## config.mk

```make
export PLATFORM = sky130hd
export DESIGN_NAME = hazard_scoreboard
export DESIGN_NICKNAME = d
export VERILOG_FILES = /design/src/rtl/hazard_scoreboard.sv
export SDC_FILE = /design/constraint.sdc
export NUM_CORES = 1
export LEC_CHECK = 0
export BUFFER_PORTS_ARGS = -buffer_cell sky130_fd_sc_hd__buf_4
export CORE_UTILIZATION = 55
export CTS_CLUSTER_DIAMETER = 60
export DETAILED_ROUTE_END_ITERATION = 10
export PLACE_DENSITY = 0.84
export SLEW_MARGIN = 0
export SYNTH_ARGS = -nofsm -noshare
export SYNTH_HDL_FRONTEND = slang
export SYNTH_SLANG_ARGS = --single-unit
```

## constraint.sdc

```tcl
create_clock -name clk -period 3.01 [get_ports clk]
set_input_delay 0.301 -clock clk [delete_from_list [all_inputs] [get_ports clk]]
set_output_delay 0.301 -clock clk [all_outputs]
set_load 0.03 [all_outputs]
```

## src/rtl/hazard_scoreboard.sv

```systemverilog
// hazard_scoreboard
//   Read-after-write hazard controller for the decode stage. Keeps a pending
//   write count for each architectural register r0..r7. A count goes up when an
//   instruction that writes the register issues from decode, and goes down when
//   writeback retires that register. Decode stalls while a source register has
//   an outstanding write that is not being retired this cycle, or while the
//   destination register already has MAX_INFLIGHT writes pending.
//
// Ports
//   clk, rst          : clock, asynchronous active-high reset
//   dec_valid         : decode holds a valid instruction
//   dec_rs_en, dec_rs : first source read enable / register
//   dec_rt_en, dec_rt : second source read enable / register
//   dec_wr_en, dec_wr : destination write enable / register
//   wb_valid, wb_reg  : writeback retires a write to wb_reg this cycle
//   flush             : squash the decode-stage instruction this cycle
//   stall             : hold fetch/decode (combinational)
//   issue             : decode instruction advances this cycle (combinational)
//   busy[i]           : register i has at least one pending write
//   err               : one-cycle pulse after a writeback with no pending write
//   stall_cycles      : saturating count of stalled cycles
module hazard_scoreboard #(
  parameter int MAX_INFLIGHT = 3,
  parameter int CNT_W        = 2
) (
  input  logic        clk,
  input  logic        rst,
  input  logic        dec_valid,
  input  logic        dec_rs_en,
  input  logic [2:0]  dec_rs,
  input  logic        dec_rt_en,
  input  logic [2:0]  dec_rt,
  input  logic        dec_wr_en,
  input  logic [2:0]  dec_wr,
  input  logic        wb_valid,
  input  logic [2:0]  wb_reg,
  input  logic        flush,
  output logic        stall,
  output logic        issue,
  output logic [7:0]  busy,
  output logic        err,
  output logic [15:0] stall_cycles
);

  localparam logic [CNT_W-1:0] CNT_MAX = CNT_W'(MAX_INFLIGHT);
  localparam logic [CNT_W-1:0] CNT_ONE = CNT_W'(1);

  logic [CNT_W-1:0] cnt     [8];
  logic [CNT_W-1:0] cnt_nxt [8];
  logic [7:0]       ret;
  logic [7:0]       inc;
  logic             rs_hz;
  logic             rt_hz;
  logic             wr_hz;
  logic             err_nxt;

  // A single pending write that retires this cycle is covered by the
  // register-file write-through bypass, so only older writes block the read.
  function automatic logic src_hazard(input logic [CNT_W-1:0] c, input logic r);
    return (c > CNT_ONE) || ((c == CNT_ONE) && !r);
  endfunction

  function automatic logic [15:0] sat_inc16(input logic [15:0] v);
    return (v == 16'hFFFF) ? v : v + 16'd1;
  endfunction

  // ---- decode-stage hazard evaluation (combinational) ----
  always_comb begin
    for (int i = 0; i < 8; i++) begin
      ret[i] = wb_valid && (wb_reg == 3'(i));
    end
  end

  assign rs_hz = dec_rs_en && src_hazard(cnt[dec_rs], ret[dec_rs]);
  assign rt_hz = dec_rt_en && src_hazard(cnt[dec_rt], ret[dec_rt]);
  // A retire in the same cycle frees a slot, so a full counter may still accept.
  assign wr_hz = dec_wr_en && (cnt[dec_wr] == CNT_MAX) && !ret[dec_wr];

  assign stall = dec_valid && !flush && (rs_hz || rt_hz || wr_hz);
  assign issue = dec_valid && !flush && !stall;

  always_comb begin
    for (int i = 0; i < 8; i++) begin
      inc[i]     = issue && dec_wr_en && (dec_wr == 3'(i));
      cnt_nxt[i] = cnt[i];
      // Retiring against an empty counter while issuing leaves it at 0:
      // the retire consumes the increment.
      if (inc[i] && !ret[i]) begin
        cnt_nxt[i] = cnt[i] + CNT_ONE;
      end else if (!inc[i] && ret[i] && (cnt[i] != '0)) begin
        cnt_nxt[i] = cnt[i] - CNT_ONE;
      end
      busy[i] = (cnt[i] != '0);
    end
  end

  assign err_nxt = wb_valid && (cnt[wb_reg] == '0);

  // ---- scoreboard state register ----
  always_ff @(posedge clk or posedge rst) begin
    if (rst) begin
      for (int i = 0; i < 8; i++) begin
        cnt[i] <= '0;
      end
      err          <= 1'b0;
      stall_cycles <= 16'd0;
    end else begin
      for (int i = 0; i < 8; i++) begin
        cnt[i] <= cnt_nxt[i];
      end
      err <= err_nxt;
      if (stall) begin
        stall_cycles <= sat_inc16(stall_cycles);
      end
    end
  end

endmodule

```

After elaboration in Yosys (flattened, before gate mapping)
Cells that the tools add are included.
{"block": "op_classes", "n_reduce_logical": 96, "magnitude_cmp": 9, "mux": 34, "n_bitwise": 5, "addsub": 17, "eq_ne": 18}
{"cell": "logical AND 1 bit", "count": 51}
{"cell": "two-way mux 2 bit", "count": 24}
{"cell": "nonzero test 2 bit", "count": 16}
{"cell": "binary-select mux 2 bit (select 3 bit)", "count": 4}
{"cell": "equality test 3 bit, second input constant", "count": 8}
{"cell": "logical NOT 1 bit", "count": 21}
{"cell": "adder 16 x 1 -> 16 bit, second input constant", "count": 1}
{"cell": "adder 2 x 1 -> 2 bit, second input constant", "count": 8}
{"cell": "equality test 16 bit, second input constant", "count": 1}
{"cell": ">= comparator 4 bit, second input constant", "count": 4}
{"cell": "inverter 3 -> 4 bit", "count": 4}
{"cell": "subtractor 2 x 1 -> 2 bit, second input constant", "count": 8}
{"cell": "equality test 3 x 2 -> 1 bit, second input constant", "count": 4}
{"cell": "< comparator 3 x 4 -> 1 bit, second input constant", "count": 3}
{"cell": "binary-select mux 1 bit (select 3 bit)", "count": 3}
{"cell": "equality test 3 x 1 -> 1 bit, second input constant", "count": 2}
{"cell": "logical NOT 3 bit", "count": 2}
{"cell": "equality test 2 x 1 -> 1 bit, second input constant", "count": 2}
{"cell": "greater-than comparator 2 x 1 -> 1 bit, second input constant", "count": 2}
{"cell": "logical OR 1 bit", "count": 4}
{"cell": "two-way mux 1 bit", "count": 3}
{"cell": "equality test 2 bit, second input constant", "count": 1}
{"cell": "logical NOT 2 bit", "count": 1}
{"cell": "AND reduction 2 bit", "count": 1}
{"cell": "inverter 1 bit", "count": 1}
{"block": "word_totals", "output_inout_bits": 27, "elab_cells": 189, "register_bits": 33, "in_bits": 20}

Longest topological paths before layout
{"block": "logic_depth", "word_depth": 20, "depth_mapped": 10, "mapped_depth_nobuf": 7}

Least setup slack after synthesis
OpenSTA, ideal clock, no wires.
{"block": "synth_path", "path_type": "input-to-reg", "start": "in wb_reg[2]", "end": "reg cnt[6] (netlist bit)", "n_path_buf": 2, "stages": 9, "setup_time_ns": 0.127, "arrival_time_ns": 2.562, "slack_ns": 0.320, "cell_sequence": "buf_6 > or4b_4 > a211oi_1 > a2111oi_0 > o41a_1 > or4_1 > buf_2 > and3_1 > a2bb2oi_1"}
{"block": "synth_via", "elab_chain_cells": 19}
{"element": "start: declaration", "line": "36", "rtl": "input logic [2:0] wb_reg,"}
{"element": "equality test 3 x 1 -> 1 bit, or another cell as far along", "line": "70", "rtl": "ret[i] = wb_valid && (wb_reg == 3'(i));"}
{"element": "logical AND 1 bit", "line": "70"}
{"element": "binary-select mux 1 bit (select 3 bit), on equally long branches", "line": "74, 75"}
{"element": "two-way mux 1 bit, on equally long branches", "line": "74, 75"}
{"element": "logical NOT 1 bit", "line": "60", "rtl": "return (c > CNT_ONE) || ((c == CNT_ONE) && !r);"}
{"element": "logical AND 1 bit", "line": "60"}
{"element": "logical OR 1 bit", "line": "60"}
{"element": "logical AND 1 bit, on equally long branches", "line": "74, 75"}
{"element": "logical OR 1 bit (2 in series)", "line": "79", "rtl": "assign stall = dec_valid && !flush && (rs_hz || rt_hz || wr_hz);"}
{"element": "logical AND 1 bit", "line": "79"}
{"element": "logical NOT 1 bit", "line": "80", "rtl": "assign issue = dec_valid && !flush && !stall;"}
{"element": "logical AND 1 bit", "line": "80"}
{"element": "logical AND 1 bit (2 in series)", "line": "84", "rtl": "inc[i] = issue && dec_wr_en && (dec_wr == 3'(i));"}
{"element": "logical NOT 1 bit", "line": "90", "rtl": "end else if (!inc[i] && ret[i] && (cnt[i] != '0)) begin"}
{"element": "logical AND 1 bit (2 in series)", "line": "90"}
{"element": "nonzero test 2 bit (no source line)"}
{"element": "end signal: indexed assignment", "line": "109", "rtl": "cnt[i] <= cnt_nxt[i];"}
{"element": "end: declaration", "line": "48", "rtl": "logic [CNT_W-1:0] cnt [8];"}
Parallel ways exist; a longest one is shown, timed or not. The select of a mux whose other input is x is not followed.
A chain may end at the register's enable or synchronous reset.

Final worst setup path
{"block": "layout_path", "start": "in wb_reg[1]", "end": "reg cnt[6] (netlist bit)"}
Same word-level chain as after synthesis.

==> out/metrics.yaml <==
die-area_um2: 4640
cap_violations: 0
syn_nets: 283
antenna_left: 0
worst_pin_slew_ns: 0.915
die_x_um: 68.1
finalWirelength_um: 6060
synth_ff_type: "dfrtp_1"
reg2regPathDepth: 6
cts_root_buf: "clkbuf_8"
r2r-end: "stall_cycles[1]$_DFFE_PP0P_"
syn_area_um2: 2400
synth_largest_area_cell: "dfrtp_1"
min_path_type: "input port to asynchronous set/reset pin"
max_slew_margin_pct: 38.9
ys_seq_elements: 33
syn_avg_cell_area_um2: 9.17
io_buffers: 46
yosysWarnings: 0
p_leak_nw: 1.25
postSynthCellCount: 262
via_count: 2291
wire_per_inst_um: 16.9
first_pass_iters: 6
cts_buffer_depth: 2
status: "finished clean"
clk_pin_slew_worst_paths_ns: 0.07
r2r-start: "cnt[4]$_DFFE_PP0P_"
gr-total-overflow: 0
final_area_um2: 2920
end_kind: "flop"
hold_violations: 0
fin_tns_setup_ns: 0
drive_above_1_share_pct: 25.9
worstPathMaxFanout: 10
io_pins: 47
cts_resized: 0
finClkSkew_ns: 0.00769
antenna_found_initial: 0
synth_simple_gate_area_share_pct: 27.8
grt_max_degree: 34
fin_util_pct: 71.4
dieHeight_um: 68.1
cts_max_level: 2
fmax_mhz: 362
floorplan.rows: 23
peakVddDrop_mv: 0.451
synth-compound-area-share_pct: 17.0
grt_util_all_layers_pct: 26.8
placed_cell_area_um2: 2800
gp_congestion: 0.891
synth-async-reset-ratio_pct: 100
fin_cells: 359
cts_tree: "built"
via_per_inst: 6.38
cts_buffers: 5
area_delta_synth_final_pct: 21.4
start_util_pct: 58.8
ys_seq_area_share_pct: 34.4
required_ns: 3.18
synth_top_cells_by_area: "dfrtp_1 (34%), xnor2_1 (6.9%), nand2_1 (5.0%), mux4_2 (3.7%), a211oi_1 (2.8%)"
synth_edf_count: 0
cp_data_arrival_time_ns: 2.93
postCtsHoldBufs: 0
finalSetupViolCount: 0
synth_top_family_by_area: "simple AND/OR/NAND/NOR gates"
synth_mux_area_share_pct: 6.77
slew_violations: 0
dp.cells: 351
core_um2: 4090
fin_crit_ns: 2.76
drt-initial-drc-count: 183
synth-xor-area-share_pct: 8.75
criticalPathCategory: "input port to flop"
antennaDiodeCount: 0
rsz0062_at_grt: "false"
start_kind: "input port"
r2r_setup_slack_ns: 0.27
drc_errors: 0
yosysTopAreaCellShare_pct: 34.4
nNetsFinal: 329
yosys.area_share.adder_pct: 0.521
cts.sinks: 33
clkLatencyLatePin_ns: 0.29
synth.distinct_cells: 54
cts_setup_buffers: 0
dp_hpwl_um: 4480
period_share_pct: 91.8
grt_pass1_vias: 1981
powerDensity_nw_per_um2: 565
grt_first_pass_wirelength_um: 9080
layout make-up:
type                       instances  area, um^2
inverter                          10        37.5
sequential                        33         826
clock inverter                     2        37.5
fill                             330        1170
clock buffer                       6        82.6
tap                               50        62.6
timing repair buffer              53         410
multi-input combinational        205        1460
power breakdown:
part	total [W]	internal (W)	leakage [nW]	switching, W
Combinational	0.000563	0.000249	0.782	0.000313
Sequential	0.000646	0.000523	0.408	0.000123
Clock	0.000441	0.000269	0.0574	0.000172
stage by stage:
| stage | hold WS, ns | setup slack (ns) | power (W) |
|---|---|---|---|
| 2_1_floorplan | 0.430 | 0.320 | 0.00101 |
| 3_3_place_gp | 0.417 | 0.0998 | 0.00119 |
| 3_5_place_dp | 0.420 | 0.00381 | 0.00121 |
| 4_1_cts | 0.108 | 0.287 | 0.00165 |
| 5_1_grt | 0.152 | 0.0279 | 0.00173 |
| 6_report | 0.0963 | 0.246 | 0.00165 |
logic make-up after synthesis:
logic type	after synthesis
simple gates	114
compound gates	55
flops	33
xor+xnor	24
buf+inv	24
mux	11
fa+ha+maj	1
worst max-delay path, stage by stage:
cell	delay, ns
buf_4	0.15
or4b_4	0.52
a211oi_1	0.31
a2111oi_0	0.14
o41a_1	0.43
or4_1	0.68
and3_1	0.25
a2bb2oi_1	0.13
cell usage after synthesis, types with 2 or more instances:
library cell and instances:
a211oi_1 9, dfrtp_1 33, nand3_1 9, a2bb2oi_1 6, or2_2 8, mux2i_1 5
nor2b_1 2, a21o_1 4, mux2_2 2, nand2b_1 7, and4_1 3, nor3_1 2
clkbuf_1 3, nor4_1 2, nor2_1 10, nand4_1 9, o21ai_0 5, a21oi_1 7
xor2_1 5, o311ai_0 2, nor3b_1 4, inv_1 10, buf_4 2, a2111oi_0 2
and3_1 7, buf_2 7, nand4b_1 2, nand4bb_1 3, mux4_2 4, o21bai_1 6
xnor2_1 19, a311oi_1 2, nand2_1 32, o21ai_1 3, or4_1 7
routing by layer:
layer | global-route usage [%] | vias up | part of all wire, %
met2 | 44.4 | 119 | 47
li1 | - | 1073 | -
met5 | 0 | - | 0
met4 | 8.59 | 0 | 2.1
met3 | 6.17 | 18 | 8.0
met1 | 34.5 | 1081 | 43
flip-flops by register name (all words and copies together), names as in the netlist:
signal and cells:
err 1, stall_cycles 16, cnt 16
worst max path at each step:
stage,cells past startpoint,slack (ns),from,endpoint
6_report,8,0.25,wb_reg[1],cnt[6]$_DFFE_PP0P_
5_1_grt,7,0.03,cnt[6]$_DFFE_PP0P_,stall_cycles[10]$_DFFE_PP0P_
4_1_cts,6,0.29,cnt[4]$_DFFE_PP0P_,stall_cycles[1]$_DFFE_PP0P_
3_5_place_dp,8,0.004,wb_reg[1],cnt[6]$_DFFE_PP0P_
3_3_place_gp,8,0.1,wb_reg[1],cnt[6]$_DFFE_PP0P_
2_1_floorplan,9,0.32,wb_reg[2],cnt[6]$_DFFE_PP0P_
placed cells by master, fill, tap and decap left out, types with 7 or more instances in the layout:
cell,count
buf_4,52
or4_1,7
dfrtp_1,33
a211oi_1,9
nand2b_1,7
inv_1,10
nand2_1,32
and3_1,7
nor2_1,10
nand4_1,9
xnor2_1,19
nand3_1,9
a21oi_1,7
or2_2,8
No activity file was read; power rests on OpenSTA's default activity.
